==> config.mk <==
export PLATFORM = sky130hd
export DESIGN_NAME = prefetch_request_arbiter
export DESIGN_NICKNAME = d
export VERILOG_FILES = /design/src/rtl/prefetch_request_arbiter.sv
export SDC_FILE = /design/constraint.sdc
export NUM_CORES = 1
export LEC_CHECK = 0
export BUFFER_PORTS_ARGS = -buffer_cell sky130_fd_sc_hd__buf_2
export CORE_AREA = 2 2 144 146
export DETAILED_ROUTE_END_ITERATION = 10
export DIE_AREA = 0 0 146 148
export PLACE_DENSITY_LB_ADDON = 0.05
export SYNTH_ARGS = -nofsm -noshare
export SYNTH_HDL_FRONTEND = slang
export SYNTH_SLANG_ARGS = --single-unit
==> constraint.sdc <==
create_clock -name clk_i -period 8.5 [get_ports clk_i]
set_input_delay 0.85 -clock clk_i [delete_from_list [all_inputs] [get_ports clk_i]]
set_output_delay 0.85 -clock clk_i [all_outputs]
set_load 0.05 [all_outputs]
==> src/rtl/prefetch_request_arbiter.sv <==
// -----------------------------------------------------------------------------
// prefetch_request_arbiter
//
// Shares the single prefetch request port of the prefetch buffer's DMA path
// between NUM_REQ independent predictors.
//
// - Round-robin arbitration. The request to the DMA is registered and held
//   stable under valid/ready.
// - A credit count limits the number of prefetches in flight. DMA
//   completions return the credits.
// - A request whose address equals the last issued address is accepted and
//   dropped instead of being issued again.
//
// Ports
//   clk_i            clock
//   rst_i            synchronous active-high reset
//   req_valid_i      per-requester request valid                 [NUM_REQ]
//   req_addr_i       per-requester address, packed k*ADDR_WIDTH  [NUM_REQ*ADDR_WIDTH]
//   req_size_i       per-requester size, same packing            [NUM_REQ*ADDR_WIDTH]
//   req_ready_o      one-hot accept pulse to the winning requester
//   dma_req_valid_o  request valid towards the DMA
//   dma_req_addr_o   request address
//   dma_req_size_o   request size
//   dma_req_id_o     index of the requester that owns the request
//   dma_req_ready_i  DMA accepts the request
//   cpl_valid_i      one prefetch completed (one pulse per request)
//   flush_i          stop granting, clear the duplicate filter
//   credits_o        available credits
//   issued_cnt_o     requests issued to the DMA (wraps)
//   dropped_cnt_o    duplicate requests suppressed (wraps)
//   busy_o           request pending or prefetches still in flight
// -----------------------------------------------------------------------------
module prefetch_request_arbiter #(
    parameter int NUM_REQ         = 4,
    parameter int ADDR_WIDTH      = 32,
    parameter int MAX_OUTSTANDING = 8,
    parameter int ID_WIDTH        = $clog2(NUM_REQ),
    parameter int CREDIT_WIDTH    = $clog2(MAX_OUTSTANDING + 1)
) (
    input  logic                          clk_i,
    input  logic                          rst_i,
    input  logic [NUM_REQ-1:0]            req_valid_i,
    input  logic [NUM_REQ*ADDR_WIDTH-1:0] req_addr_i,
    input  logic [NUM_REQ*ADDR_WIDTH-1:0] req_size_i,
    output logic [NUM_REQ-1:0]            req_ready_o,
    output logic                          dma_req_valid_o,
    output logic [ADDR_WIDTH-1:0]         dma_req_addr_o,
    output logic [ADDR_WIDTH-1:0]         dma_req_size_o,
    output logic [ID_WIDTH-1:0]           dma_req_id_o,
    input  logic                          dma_req_ready_i,
    input  logic                          cpl_valid_i,
    input  logic                          flush_i,
    output logic [CREDIT_WIDTH-1:0]       credits_o,
    output logic [15:0]                   issued_cnt_o,
    output logic [15:0]                   dropped_cnt_o,
    output logic                          busy_o
);

    localparam logic [CREDIT_WIDTH-1:0] CREDITS_FULL = CREDIT_WIDTH'(MAX_OUTSTANDING);

    typedef enum logic {
        IDLE  = 1'b0,
        ISSUE = 1'b1
    } state_t;

    state_t                  state_q, state_d;
    logic [ID_WIDTH-1:0]     rr_ptr_q;
    logic [CREDIT_WIDTH-1:0] credits_q;
    logic                    last_valid_q;
    logic [ADDR_WIDTH-1:0]   last_addr_q;
    logic [ADDR_WIDTH-1:0]   out_addr_q;
    logic [ADDR_WIDTH-1:0]   out_size_q;
    logic [ID_WIDTH-1:0]     out_id_q;
    logic [15:0]             issued_cnt_q;
    logic [15:0]             dropped_cnt_q;

    // Unpacked views of the flat requester buses.
    logic [ADDR_WIDTH-1:0] addr_arr [NUM_REQ];
    logic [ADDR_WIDTH-1:0] size_arr [NUM_REQ];

    for (genvar k = 0; k < NUM_REQ; k++) begin : g_unpack
        assign addr_arr[k] = req_addr_i[k*ADDR_WIDTH +: ADDR_WIDTH];
        assign size_arr[k] = req_size_i[k*ADDR_WIDTH +: ADDR_WIDTH];
    end

    // (base + off) modulo NUM_REQ. Works for NUM_REQ that is not a power of two.
    function automatic logic [ID_WIDTH-1:0] rr_index(input logic [ID_WIDTH-1:0] base,
                                                     input int unsigned         off);
        int unsigned sum;
        sum = ({{(32-ID_WIDTH){1'b0}}, base} + off) % NUM_REQ;
        return sum[ID_WIDTH-1:0];
    endfunction

    // -------------------------------------------------------------------------
    // Round-robin winner search, starting at rr_ptr
    // -------------------------------------------------------------------------
    logic                win_found;
    logic [ID_WIDTH-1:0] win_idx;
    logic [ID_WIDTH-1:0] cand;

    // NOTE: every signal driven by an always_comb gets a default value first.
    // That way no path leaves a signal unassigned, and no latch is inferred.
    always_comb begin
        win_found = 1'b0;
        win_idx   = '0;
        cand      = '0;
        for (int i = 0; i < NUM_REQ; i++) begin
            cand = rr_index(rr_ptr_q, i);
            if (!win_found && req_valid_i[cand]) begin
                win_found = 1'b1;
                win_idx   = cand;
            end
        end
    end

    // Grant only from IDLE, with a credit available and no flush. The reset
    // term keeps req_ready_o at 0 while reset is applied.
    logic grant;
    logic grant_dup;
    logic handshake;

    assign grant     = !rst_i && (state_q == IDLE) && !flush_i &&
                       (credits_q != '0) && win_found;
    assign grant_dup = grant && last_valid_q && (addr_arr[win_idx] == last_addr_q);
    assign handshake = (state_q == ISSUE) && dma_req_ready_i;

    always_comb begin
        req_ready_o = '0;
        if (grant) begin
            req_ready_o[win_idx] = 1'b1;
        end
    end

    // -------------------------------------------------------------------------
    // FSM
    // -------------------------------------------------------------------------
    always_comb begin
        state_d = state_q;
        case (state_q)
            IDLE: begin
                if (grant && !grant_dup) begin
                    state_d = ISSUE;
                end
            end
            ISSUE: begin
                // Valid is never withdrawn, even when a flush arrives.
                // Leave ISSUE only on the handshake.
                if (dma_req_ready_i) begin
                    state_d = IDLE;
                end
            end
            default: state_d = IDLE;
        endcase
    end

    // NOTE: sequential state uses non-blocking assignments only. All registers
    // then update together on the clock edge, whatever order the statements
    // are written in.
    always_ff @(posedge clk_i) begin
        if (rst_i) begin
            state_q <= IDLE;
        end else begin
            state_q <= state_d;
        end
    end

    // -------------------------------------------------------------------------
    // Request registers, round-robin pointer, duplicate filter
    // -------------------------------------------------------------------------
    always_ff @(posedge clk_i) begin
        if (rst_i) begin
            rr_ptr_q     <= '0;
            out_addr_q   <= '0;
            out_size_q   <= '0;
            out_id_q     <= '0;
            last_valid_q <= 1'b0;
            last_addr_q  <= '0;
        end else begin
            if (grant && !grant_dup) begin
                out_addr_q <= addr_arr[win_idx];
                out_size_q <= size_arr[win_idx];
                out_id_q   <= win_idx;
            end

            // A dropped duplicate moves the pointer past its owner straight
            // away. An issued request moves it only on its handshake.
            if (grant_dup) begin
                rr_ptr_q <= rr_index(win_idx, 1);
            end else if (handshake) begin
                rr_ptr_q <= rr_index(out_id_q, 1);
            end

            if (handshake) begin
                last_addr_q <= out_addr_q;
            end

            // Flush clears the filter and takes priority over the handshake
            // that would otherwise arm it.
            if (flush_i) begin
                last_valid_q <= 1'b0;
            end else if (handshake) begin
                last_valid_q <= 1'b1;
            end
        end
    end

    // -------------------------------------------------------------------------
    // Credits and statistics
    // -------------------------------------------------------------------------
    always_ff @(posedge clk_i) begin
        if (rst_i) begin
            credits_q     <= CREDITS_FULL;
            issued_cnt_q  <= '0;
            dropped_cnt_q <= '0;
        end else begin
            // A handshake and a completion in the same cycle cancel out.
            // A completion that arrives with credits already full is ignored.
            if (handshake && !cpl_valid_i) begin
                credits_q <= credits_q - 1'b1;
            end else if (!handshake && cpl_valid_i && (credits_q < CREDITS_FULL)) begin
                credits_q <= credits_q + 1'b1;
            end

            if (handshake) begin
                issued_cnt_q <= issued_cnt_q + 16'd1;
            end
            if (grant_dup) begin
                dropped_cnt_q <= dropped_cnt_q + 16'd1;
            end
        end
    end

    // -------------------------------------------------------------------------
    // Outputs
    // -------------------------------------------------------------------------
    assign dma_req_valid_o = (state_q == ISSUE);
    assign dma_req_addr_o  = out_addr_q;
    assign dma_req_size_o  = out_size_q;
    assign dma_req_id_o    = out_id_q;
    assign credits_o       = credits_q;
    assign issued_cnt_o    = issued_cnt_q;
    assign dropped_cnt_o   = dropped_cnt_q;
    assign busy_o          = (state_q != IDLE) || (credits_q < CREDITS_FULL);

endmodule
# == Word level (Yosys, flattened, before mapping) ==
# Cells that the tools add are included.
# op_classes
eq_ne,1
n_lt_le_gt_ge,8
reduce_logical,28
add_sub_neg,9
bitwise_logic,2
mux,32
# ops
operator,count
binary-select mux 32 bit (select 2 bit),2
two-way mux 32 bit,4
"adder 16 x 1 -> 16 bit, second input constant",2
== test 32 bit,1
logical AND 1 bit,15
"less-than comparator 2 x 3 -> 1 bit, second input constant",5
two-way mux 2 bit,6
two-way mux 4 bit,3
two-way mux 1 bit,11
binary-select mux 1 bit (select 2 bit),4
logical NOT 1 bit,8
"adder 2 x 1 -> 2 bit, second input constant",3
"adder 2 bit, second input constant",2
"adder 4 x 1 -> 4 bit, second input constant",1
"less-than comparator 4 bit, second input constant",1
nonzero test 2 bit,2
nonzero test 4 bit,1
"subtractor 4 x 1 -> 4 bit, second input constant",1
"greater-or-equal comparator 3 bit, second input constant",1
NOT 2 -> 3 bit,1
demux 1 bit (select 2 bit),1
"greater-or-equal comparator 2 x 1 -> 1 bit, second input constant",1
one-hot mux 1 bit (2 select lines),1
OR reduction 2 bit,1
other kinds (2),2
# word_totals
ff_bits,138
input_bits,265
wordCells,90

# == Longest topological paths before layout ==
# Gate-level depths: netlist (run 1).
# logic_depth
depth_word,22
depth_mapped,15

# == Worst setup path before layout (run 1) ==
# OpenSTA, ideal clock, no wires.
# synth_path
path_kind,input to output
from,input req_valid_i[2]
to,output req_ready_o[0]
t_required_ns,7.650
setup_slack_ns,4.303
path_buffers,5
cell_stages,9
arrival_time_ns,3.347
cell_sequence,nor2b_1 or3_1 nand2_2 buf_6 buf_4 buf_2 buf_1 buf_1 nor3_1
# synth_via
elab_chain_cells,17
elab_cells_between_ends,29
classes_between,order compare (2); mux (19); reduce/logical (8)
# synth_rtl
item,line,source
start: declaration,42,"input logic [NUM_REQ-1:0] req_valid_i,"
binary-select mux 1 bit (select 2 bit),109,if (!win_found && req_valid_i[cand]) begin
two-way mux 1 bit (implied by the code),109,
two-way mux 1 bit,109,
logical NOT 1 bit,109,
logical AND 1 bit,109,
two-way mux 1 bit,109,
logical NOT 1 bit,109,
logical AND 1 bit,109,
two-way mux 1 bit,109,
logical NOT 1 bit,109,
logical AND 1 bit,109,
two-way mux 2 bit,109,
less-than comparator 2 x 3 -> 1 bit (implied by the code) or greater-or-equal comparator 2 x 1 -> 1 bit (tied branches),130,req_ready_o[win_idx] = 1'b1;
logical AND 1 bit (implied by the code),130,
two-way mux 1 bit (implied by the code),130,
demux 1 bit (select 2 bit),130,
two-way mux 4 bit (*),129,if (grant) begin
end: declaration,45,"output logic [NUM_REQ-1:0] req_ready_o,"
# Every way passes the cells marked *; elsewhere a longest branch is shown, timed or not. The select of a mux whose other input is x is not followed.

# == Worst setup path after layout (run 1) ==
# layout_path
from,input req_valid_i[0]
to,"register dropped_cnt_q[0], in the netlist dropped_cnt_o[0]"
# layout_via
elab_chain_cells,18
elab_cells_between_ends,30
classes_between,eq/ne (1); mux (19); bitwise (1); reduce/logical (9)
# layout_rtl
item,line,source
binary-select mux 1 bit (select 2 bit),109,
two-way mux 1 bit (implied by the code),109,
two-way mux 1 bit,109,
logical NOT 1 bit,109,
logical AND 1 bit,109,
two-way mux 1 bit,109,
logical NOT 1 bit,109,
logical AND 1 bit,109,
two-way mux 1 bit,109,
logical NOT 1 bit,109,
logical AND 1 bit,109,
two-way mux 2 bit,109,
NOT 2 -> 3 bit (implied by the code),124,assign grant_dup = grant && last_valid_q && (addr_arr[win_idx] == last_addr_q);
binary-select mux 32 bit (select 2 bit),124,
two-way mux 32 bit (implied by the code) (2 in a row),124,
== test 32 bit,124,
logical AND 1 bit (*),124,
end signal: assignment,228,dropped_cnt_q <= dropped_cnt_q + 16'd1;
end: declaration,75,logic [15:0] dropped_cnt_q;
# Marked as above.
# A chain may end at the register's enable or synchronous reset.

==> summary by stage, run 1 <==
Clock network
The hold buffer count at CTS is 0. The post-CTS clock slew at the launch and capture registers of the worst setup and hold paths is 0.06 ns. The sink count of the clock tree is 138. Clock latency on the worst-skew pair, taken at its later pin, is 0.43 ns. In this run the number of H-tree levels came out at 4. The tree is rooted in a clkbuf_16. TritonCTS built the clock tree. The clock passes through at most 2 buffers. The count of instances resized after the clock tree is built is 0. In this run the post-CTS setup repair buffer count came out at 0. Buffers inserted during clock tree synthesis total 17.

Job
The max-capacitance violation count is 0.

Synth
The combinational family with the most area after synthesis is simple AND/OR/NAND/NOR gates. Summing the areas of all xor and xnor instances in the mapped netlist gives under 10% of the synthesized area. The flip-flop and latch count after synthesis is 138. Summing the areas of all compound-gate instances in the mapped netlist gives 21.4% of the synthesized area. After synthesis, the netlist uses 63 different library cells. The proportion of synthesized chip area in sequential cells is 31.5%.

The synthesized design contains 0 enable-type register cells. After Yosys synthesis, and, or, nand and nor cells account for 34.7% of the synthesized area. The most used flip-flop cell after synthesis is dfxtp_1. When the netlist entered floorplanning its net count stood at around 1500. The multiplexer fraction of the synthesized cell area is under 10%.

The share of flip-flops with an asynchronous set or reset after synthesis is 0%. Yosys printed 0 warnings. The cell area after synthesis is 8780 um^2. In the synthesized netlist, the number of instances is between 1000 and 1500. A synthesized cell averages about 7 um^2. Of the total synthesized cell area, the portion taken by full adders, half adders and majority gates is less than 1%.

Die
The die covers 21600 um^2. The floorplan row count is 52. After floorplanning, the core was sized to cover 20000 um^2. The initial core utilization is 43.8%. The floorplan die height is 148 um. In this run the count of I/O pins placed on the die edge is around 370. The die is roughly 150 um wide.

Hold path
The worst hold path passes through 2 cells. The path class of the tightest hold or removal check is flip-flop to flip-flop. The worst hold path terminates at last_addr_q[10]. The startpoint identified for the worst hold timing path is last_addr_q[10].

Global route
The maximum number of pins on one net before global-route repair is 84. The global-route wire length before repair is 53.7 mm. Global routing used between 30% and 40% of the available tracks across all layers. The via count of the first global-routing pass is just under 10000.

The number of antenna violations at the first check in global routing was 7. The remaining global-route overflow is 0.

Setup path
The capturing point of the worst reg2reg path is dropped_cnt_o[0]. The delay contributed by the slowest stage of the critical path is between 0.7 and 0.8 ns. The arrival time at the worst endpoint is 5.89 ns. At the worst endpoint, the required time is 8.85 ns. The signal on the critical path passes through buf_2 -> nor2b_1 -> or4_4 -> nand2_4 -> buf_4 -> mux2i_1 -> xor2_1 -> nand2_1 -> a2111oi_2 -> nand4_1 -> buf_4 -> or3_1 -> o21ai_1. The most frequent cell on the critical path is buf_4. The cell count of the worst reg-to-reg path is 12. The category of the worst setup path launch point is an input pin. The endpoint kind of the worst setup timing path is a flip-flop. The minimum setup slack among reg-to-reg paths is around 3.2 ns. The largest driver fanout on the critical path is 63. The number of buffers and inverters on the critical path is 3.

Broken down by cell family, the worst path's largest delay share belongs to simple AND/OR/NAND/NOR gates. The worst setup path category is input pin to flip-flop. The worst flop-to-flop path startpoint is rr_ptr_q[0].

Among all stages on the critical path, the largest delay is contributed by nand4_1.

STA
The fraction of the cycle the final worst path needs is 65.2%. The worst path in the final design needs a cycle of 5.54 ns, including I/O delays and setup. Headroom to the max-slew limit came out at 29.9%. The worst slack on hold paths is 0.458 ns.

For the pin with the worst max-slew slack, the measured transition is 1.05 ns. Setup repair after global routing left no endpoint under its margin. After layout, the worst setup slack is 2.96 ns.

The highest achievable clock rate is 0.180 GHz. The final setup violation count is 0. Setup total negative slack on the finished layout was measured at 0 ns.

The number of failing hold endpoints at the final stage is 0. For the final database, setup skew stands at 0.0130 ns. The max-slew violation count is 0.

Layout
The final net count is between 1500 and 2000. The library cell used most frequently in the layout, excluding fill and tap cells, is buf_2. After the flow finishes, the layout carries non-filler instances totaling 1849. The layout overhead on the synthesized area is 28.8%. Cells fill roughly 56% of the core in the end. The top cell types in the final layout, fill and taps aside, are buf_2, nand2_1, dfxtp_1.

The fraction of layout instances using a drive strength above 1 is approximately 28%. Once layout is done, the placed cells without fillers occupy 11300 um^2. Counting the fill cells in the layout gives approximately 2000.

Power and ir drop
The worst ir drop on vdd is 0.0999 mV. The design draws slightly below 2 mW. In this run the static leakage power is 4.96 nW. For this design the ratio of total power to cell area is 172 nW/um^2.

Place
The final weighted congestion in routability-driven placement is 0.901. Once detailed placement completed, the half-perimeter wirelength came to approximately 24 mm. Counting tap cells, the placed design contains a total of approximately 1800 instances. During placement, the flow inserted port buffers numbering 372. At the placement stage, the worst setup path has a slack of around 2.6 ns. In this run the cell area measured after placement is 10700 um^2.

Detailed routing
The detailed-routing iteration count for the pre-antenna-repair pass is 5. The initial DRC count is 757. The routed layout has 10600 vias. The post-detailed-route DRC marker count is 0.

In this run the remaining antenna-violating nets after routing total 0. Summed over all layers, the routed wires come to approximately 34 mm. After detailed routing, the number of vias per cell comes to ~5.8. The per-cell routed wire length is approximately 18 um.

Run status
The run finished with clean final reports.
==> state kept, by name, summed over array words and instances (netlist names) <==
signal	cells
dropped_cnt_o	16
last_addr_q	32
dma_req_id_o	2
dma_req_addr_o	32
last_valid_q	1
dma_req_size_o	32
dma_req_valid_o	1
credits_o	4
rr_ptr_q	2
issued_cnt_o	16
==> metal layers <==
layer  vias to the layer above  part of all wire [%]  GRT usage (%)  routed length [um]
li1                       5163                     -              -                   -
met1                      4937                    42           39.7               14300
met2                       479                    47           50.9               16200
met3                        65                   7.7           6.76                2650
met4                         0                   3.0           12.0                1030
met5                         -                     0              0                   0
==> final cells by class <==
class / instances / area [um^2] / area share, %
Antenna cell: 7 / 17.5 / 0.155
Multi-Input combinational cell: 998 / 5540 / 48.9
Inverter: 15 / 56.3 / 0.498
Sequential cell: 138 / 2760 / 24.4
Clock buffer: 20 / 467 / 4.13
Clock inverter: 12 / 140 / 1.24
Timing Repair Buffer: 389 / 1990 / 17.6
Tap cell: 270 / 338 / 2.99
==> cell families (layout without fill, tap and decap cells) <==
| logic type | count (synthesis) | after routing |
|---|---|---|
| AO/OA/AOI/OAI | 321 | 321 |
| multiplexers | 26 | 26 |
| other | 0 | 7 |
| XOR/XNOR | 25 | 25 |
| AND/OR/NAND/NOR | 621 | 621 |
| buffers and inverters | 130 | 436 |
| flip-flops | 138 | 138 |
| adder cells (fa/ha/maj) | 5 | 5 |
==> report_power, final <==
group / internal (mW) / total (mW) / switching (mW)
combinational: 0.164 / 0.496 / 0.332
clock: 0.458 / 0.763 / 0.304
sequential: 0.671 / 0.688 / 0.0172
total: 1.29 / 1.95 / 0.654
==> worst max-delay path by stage <==
stage,startpoint,to,depth (start not counted),slack [ns]
floorplan,req_valid_i[2],req_ready_o[0],9,4.30
global placement,req_valid_i[0],rr_ptr_q[0],13,2.66
detailed placement,req_valid_i[0],rr_ptr_q[0],13,2.60
CTS,req_valid_i[0],dropped_cnt_o[0],13,3.03
global route,req_valid_i[0],dma_req_addr_o[1],13,2.62
finish,req_valid_i[0],dropped_cnt_o[0],13,2.96
==> worst min-delay path, stage by stage (launching register included) <==
cell and delay [ns]:
dfxtp_1 0.31, nand2_1 0.05, a21oi_1 0.05
==> cell usage after synthesis, types with 3 or more instances <==
| cell type | count | area (um^2) |
|---|---|---|
| buf_2 | 18 | 90.1 |
| or3_1 | 24 | 150 |
| o21ai_0 | 64 | 320 |
| nor4_1 | 8 | 50.1 |
| a21o_1 | 3 | 22.5 |
| and4b_1 | 8 | 80.1 |
| o22ai_1 | 3 | 18.8 |
| o21ai_1 | 52 | 260 |
| and4_1 | 3 | 26.3 |
| a31oi_1 | 3 | 18.8 |
| mux2i_1 | 14 | 140 |
| clkbuf_1 | 85 | 319 |
| dfxtp_1 | 138 | 2760 |
| mux2_1 | 8 | 90.1 |
| o31ai_1 | 3 | 22.5 |
| inv_1 | 15 | 56.3 |
| nand2_1 | 235 | 882 |
| nor2_1 | 60 | 225 |
| nand3_1 | 131 | 656 |
| nor3_1 | 15 | 75.1 |
| mux2_2 | 4 | 45.0 |
| nor2b_1 | 14 | 87.6 |
| xor2_1 | 16 | 140 |
| buf_1 | 9 | 33.8 |
| xnor2_1 | 9 | 78.8 |
| a2111oi_0 | 7 | 61.3 |
| ha_1 | 4 | 50.1 |
| and3_1 | 39 | 244 |
| nor4b_1 | 3 | 26.3 |
| a21oi_1 | 125 | 626 |
| a2111oi_2 | 3 | 45.0 |
| a211oi_1 | 33 | 248 |
| nand4_1 | 57 | 357 |
| nand4b_1 | 3 | 26.3 |
| or4_1 | 10 | 75.1 |
Note: power is estimated with default switching activity, not from simulation.
==> run 2, diff against run 1 <==
Settings changed: CORE_AREA 2 2 144 146 to 2 2 145 147, DIE_AREA 0 0 146 148 to 0 0 147 149.
Clock period 8.5 ns to 5.5 ns, I/O delays scaled along.
==> summary by stage, run 2 (synthesis results as in run 1) <==
Layout
The layout overhead on the synthesized area is 30.1%. The final layout contains 1837 nets. The share of the core filled with cells is 55.6%.

The filler cell count in the final layout is 2124. The post-route netlist has 28.6% of its cells at a drive strength greater than 1. The most common cell after layout, fill and taps aside is buf_2. After the flow finishes, the layout carries non-filler instances totaling 1869. The library cells used most frequently in the layout, excluding fill and tap cells, are buf_2, nand2_1, dfxtp_1.

STA
The pin slew with the least headroom to its limit is 1.03 ns. Clock skew on the completed layout was measured at 0.00725 ns. Summed over all failing endpoints, the final setup total negative slack is 0 ns. The tightest hold path in the finished design has a slack of 0.318 ns. Setup violations remaining at the end of the flow were counted as 0.

The max-slew violation count is 0. The final critical path time including I/O delays and setup is 4.26 ns. The worst pin sits at a relative slew slack of 31.1%. Of the available clock period, the critical path in the final layout requires 77.5%. The number of failing hold endpoints at the final stage is 0. The highest achievable clock rate is 0.235 GHz. Setup repair after global routing left no endpoint under its margin.

Job
The tool flagged a number of max-cap violations equal to 0.

Global route
The number of antenna violations at the first check in global routing was 14. In the global route stage, met1 resource usage came out at between 30% and 40%. The via count of the first global-routing pass is 9807. Entering global routing, the biggest net connects 99 pins. Summed over all layers, the global routing overflow is 0.

met2 is the most crowded layer. The met3 global-route usage is 6.79%. Across every metal layer, demand over resource in global routing totals between 30% and 40%. The first global-routing pass estimated ~53 mm of wire. The met2 usage is 50.6%.

Clock network
The clock tree synthesis step divided the H-tree into 4 levels. The clock drives 138 sinks. The hold buffer count at CTS is 0. For the worst-skew pair, the clock arrives at the later sink with an insertion delay of roughly 0.43 ns. TritonCTS built the clock tree.

After clock tree synthesis, the clock-pin slew on the worst setup and hold paths is 0.06 ns. The number of setup buffers added after CTS is 0. The CTS buffer count is 17. The maximum root-to-sink buffer count is 2.

Clock tree synthesis selected as its root buffer the cell clkbuf_16. The count of instances resized after the clock tree is built is 0.

Setup path
The category of cells accounting for the largest share of critical-path delay is simple AND/OR/NAND/NOR gates. The count of buffer and inverter cells on the critical path is 3. On the worst path, the slowest cell contributes a delay of between 0.8 and 0.9 ns. The largest driver fanout on the critical path is 52. The category of the worst setup path launch point is an input pin.

The worst setup path category is input pin to flip-flop. The arrival time at the worst endpoint is 4.61 ns. The endpoint kind of the worst setup timing path is a flip-flop. Traced cell by cell, the critical path runs through buf_2 -> nor2b_1 -> a211oi_2 -> buf_4 -> nor2_4 -> o21ai_0 -> a2111oi_0 -> a2111oi_2 -> and4_1 -> nand4_1 -> buf_4 -> nand4_1 -> a21oi_1.

The required time reported for the critical path endpoint is 5.85 ns. The critical path's slowest cell is a2111oi_0.

Detailed routing
The post-detailed-route DRC marker count is 0. The first TritonRoute pass finished after 4 iterations. The via count normalized by instance count is 5.69.

After detailed routing, the average wire length per cell comes to 18.5 um. The overall via count from detail_route is around 11000. The number of antenna-violating nets in the routed design is 0. The final routed wirelength across all metal layers is 34.7 mm.

The initial DRC count is 694.

Die
The floorplan row count is 53. The area of the die is roughly 22000 um^2. The width of the die is 147 um. The core area is between 20000 and 25000 um^2. The initial core utilization is between 40% and 50%. The die is 149 um tall. Pin placement for this block handled 373 I/O pins.

Place
The congestion estimate from routability-driven global placement came to slightly below 0.9. The post-placement cell count is 1823. The final HPWL from detailed placement is 24.1 mm. The count of buffers inserted at the top-level ports is 372.

Run status
The flow ran to the end, and the final reports show no timing, DRC or antenna violations.

Power and ir drop
Dividing total power by cell area gives a power density of 266 nW/um^2. The leakage power figure is 5.01 nW. Overall power consumption after layout is estimated at 3.04 mW. VDD sags by at most ~0.20 mV.

Hold path
In this run the worst hold path is classified as input pin to flip-flop.
==> run 2: worst reg2reg max path, cell delays in order, from the launching register on <==
cell and delay, ns:
dfxtp_1 0.32, nor2b_1 0.26, a211oi_2 0.10, buf_4 0.22
nor2_4 0.66, o21ai_0 0.22, a2111oi_0 0.82, a2111oi_2 0.12
and4_1 0.34, nand4_1 0.12, buf_4 0.52, nand4_1 0.26
a21oi_1 0.19
==> run 2: routing by layer <==
metal / up-vias / share of wire [%]
li1: 5189 / -
met1: 4898 / 41
met2: 486 / 47
met3: 66 / 8.0
met4: 0 / 3.1
met5: - / 0
==> run 2: final timing paths <==
kind	slack [ns]	depth (start not counted)	from	endpoint
setup / recovery	1.24	13	req_valid_i[1]	dma_req_addr_o[11]
hold reg to reg	0.46	2	last_addr_q[10]	last_addr_q[10]
setup reg to reg	1.28	12	rr_ptr_q[0]	dma_req_addr_o[11]
hold / removal	0.32	2	flush_i	last_valid_q
==> run 2: cell type report <==
type                    count  area (um^2)  share of cell area, %
flip-flops and latches    138         2760                   24.2
repair buffers            397         2080                   18.2
multi-input cells         998         5540                   48.5
clock inverters            11          143                   1.25
clock buffers              21          470                   4.12
well taps                 275          344                   3.01
inverters                  15         56.3                  0.493
diodes                     14         35.0                  0.307
==> run 2: where the power goes <==
group          total (mW)  internal, mW  switching, mW
Combinational       0.772         0.259          0.513
Clock                1.20         0.748          0.457
Sequential           1.06          1.04         0.0267
Total                3.04          2.04          0.997
==> run 2: through the flow <==
| stage | cell area (um^2) | worst slack, ns |
|---|---|---|
| 2_1_floorplan | 8780 | 1.88 |
| 3_3_place_gp | 10800 | 0.965 |
| 3_5_place_dp | 10800 | 0.903 |
| 4_1_cts | 11400 | 1.29 |
| 5_1_grt | 11400 | 0.999 |
| 6_report | 11400 | 1.24 |
==> run 3, diff against run 2 <==
Clock period 5.5 ns to 4.2 ns, I/O delays scaled along.
==> summary by stage, run 3 (synthesis results as in run 1) <==
Run status
The flow ran to the end, and the final reports show no timing, DRC or antenna violations.

Die
The initial core utilization is 42.7%. From left edge to right edge, the die measures 147 um. The area of the die is 21900 um^2. The floorplan row count is 53. The die is 149 um tall. During I/O placement, the number of pins put on the boundary was 373.

In this run the standard cell core region covers 20600 um^2.

Detailed routing
For this run, design rule violations remaining after detail routing come to 0. Once detail routing completed, the nets flagged for antenna violations numbered 0. For this run, the detailed router's first-pass iteration total came to 5. The detailed router finished its first iteration with 856 violations. The per-cell routed wire length is approximately 19 um.

Using the TritonRoute via totals, the vias-per-cell ratio works out to 5.70. The final routed wirelength across all metal layers is approximately 35 mm. The overall via count from detail_route is 10800.

Power and ir drop
The total power per unit cell area is 347 nW/um^2. The worst-case IR drop observed on VDD is 0.199 mV. For this design the static power due to leakage is a little over 5 nW. The completed layout was analyzed and its total power is 4.06 mW.

STA
The setup TNS is 0 ns. On the final layout, the worst clock skew is ~0.022 ns. In the finished design, the share of the clock period the worst path needs comes to 94.0%. The pin slew with the least headroom to its limit is slightly above 0.9 ns. Setup violations remaining at the end of the flow were counted as 0.

Setup repair after global routing left no endpoint under its margin. On the final layout, the worst hold slack is 0.187 ns. The max-slew violation count came to 0.

Measured against its own limit, the worst slew margin works out to approximately 38%. The final critical path time including I/O delays and setup is 3.95 ns. The highest achievable clock rate is 0.253 GHz. The number of failing hold endpoints at the final stage is 0.

Clock network
The sink count of the clock tree is 138. The maximum root-to-sink buffer count is 2. In this run the number of H-tree levels came out at 4.

Clock latency on the worst-skew pair, taken at its later pin, is ~0.43 ns. The CTS buffer count is 17. The clock tree from TritonCTS is done. The post-CTS clock slew at the launch and capture registers of the worst setup and hold paths is 0.06 ns. The cell at the root of the clock tree is clkbuf_16.

Setup path
The required time reported for the critical path endpoint is 4.51 ns. The largest driver fanout on the critical path is 17. The worst flop-to-flop path startpoint is rr_ptr_q[0]. The worst register-to-register path has a setup slack of 0.25 ns.

STA classifies the critical path endpoint as a flip-flop. The number of cells on the worst reg-to-reg path is 12. The capturing point of the worst reg2reg path is dropped_cnt_o[8].

The worst setup path category is flip-flop to flip-flop. The arrival time at the worst endpoint is 4.26 ns. The worst setup path is launched from a flip-flop.

Global route
The maximum number of pins on one net before global-route repair is 88. The combined global-route utilization of all metal layers is 31.4%. The via count of the first global-routing pass is 9950. The total overflow left after global routing is 0. The global-route wire length before repair is 54.3 mm.

The number of antenna violations at the first check in global routing is 11.

Hold path
The worst hold path begins at flush_i. The path with the worst hold slack has its endpoint at last_valid_q. The classification of the worst-slack hold path is input pin to flip-flop. The cell depth of the worst min-delay path is 2.

Layout
The layout overhead on the synthesized area is 33.3%. Cells fill 56.9% of the core in the end. In the final layout, the share of cells above drive strength 1 is between 20% and 30%. Leaving out fill and tap cells, the most frequent cell in the layout is buf_2.

In the layout the commonest cells are buf_2, nand2_1, dfxtp_1. The final instance area is approximately 12000 um^2. The filler cell count in the final layout is between 2000 and 2500. The net count of the finished layout is approximately 1900.

Job
The max-capacitance violation count is 0.

Place
The wire-length estimate of the detail-placed layout is 25.2 mm. In this run the tool buffered the top-level ports with 372 buffer cells. The final weighted congestion in routability-driven placement is just under 0.9. The post-place instance area is 11000 um^2.
run 3: how the worst max path moves through the flow:
stage	startpoint	endpoint	slack (ns)
2_1_floorplan	req_valid_i[0]	dropped_cnt_o[6]	0.71
3_3_place_gp	req_valid_i[2]	dropped_cnt_o[10]	0.11
5_1_grt	rr_ptr_q[0]	dropped_cnt_o[6]	0.06
3_5_place_dp	req_valid_i[2]	dropped_cnt_o[8]	0.03
4_1_cts	rr_ptr_q[0]	dropped_cnt_o[8]	0.27
6_report	rr_ptr_q[0]	dropped_cnt_o[8]	0.25
run 3: repair_timing:
| action | in CTS | in global routing |
|---|---|---|
| resized for setup | 0 | 1 |
| buffers inserted | 0 | 0 |
| endpoints found under the setup margin | 0 | 2 |
| hold buffers | 0 | 0 |
run 3: metrics by stage:
stage | setup WS [ns] | instances
2_1_floorplan | 0.711 | 1266
3_3_place_gp | 0.109 | 1845
3_5_place_dp | 0.0275 | 1845
4_1_cts | 0.267 | 1876
5_1_grt | 0.0562 | 1887
6_report | 0.252 | 1887
run 3: per-layer routing:
layer	up-vias	share of wire (%)	GRT usage (%)
met3	75	8.1	5.93
li1	5221	-	-
met2	496	47	50.9
met5	-	0	0
met4	0	3.9	14.1
met1	4962	41	40.8
run 3: final cells by class:
cell class	count	area (um^2)	share of cell area, %
flip-flops and latches	138	2760	23.6
well taps	275	344	2.94
repair buffers	419	2340	20.0
clock buffers	18	439	3.75
multi-input cells	998	5540	47.3
clock inverters	13	190	1.63
inverters	15	56.3	0.481
diodes	11	27.5	0.235
run 3: where the power goes:
group,leakage (nW),internal [mW],total (mW),switching [mW]
combinational,3.74,0.363,1.04,0.681
sequential,1.12,1.36,1.39,0.0348
clock,0.308,1.01,1.63,0.613
total,5.16,2.73,4.06,1.33
run 3: critical path, stage by stage (launching register included):
cell,delay [ns]
dfxtp_1,0.37
nor2b_1,0.11
or4_4,0.62
buf_4,0.24
a21boi_0,0.27
o21ai_0,0.18
a221oi_1,0.31
a2bb2o_1,0.33
a2111oi_2,0.31
nand3_1,0.18
buf_4,0.23
nor4_1,0.33
mux2_1,0.35
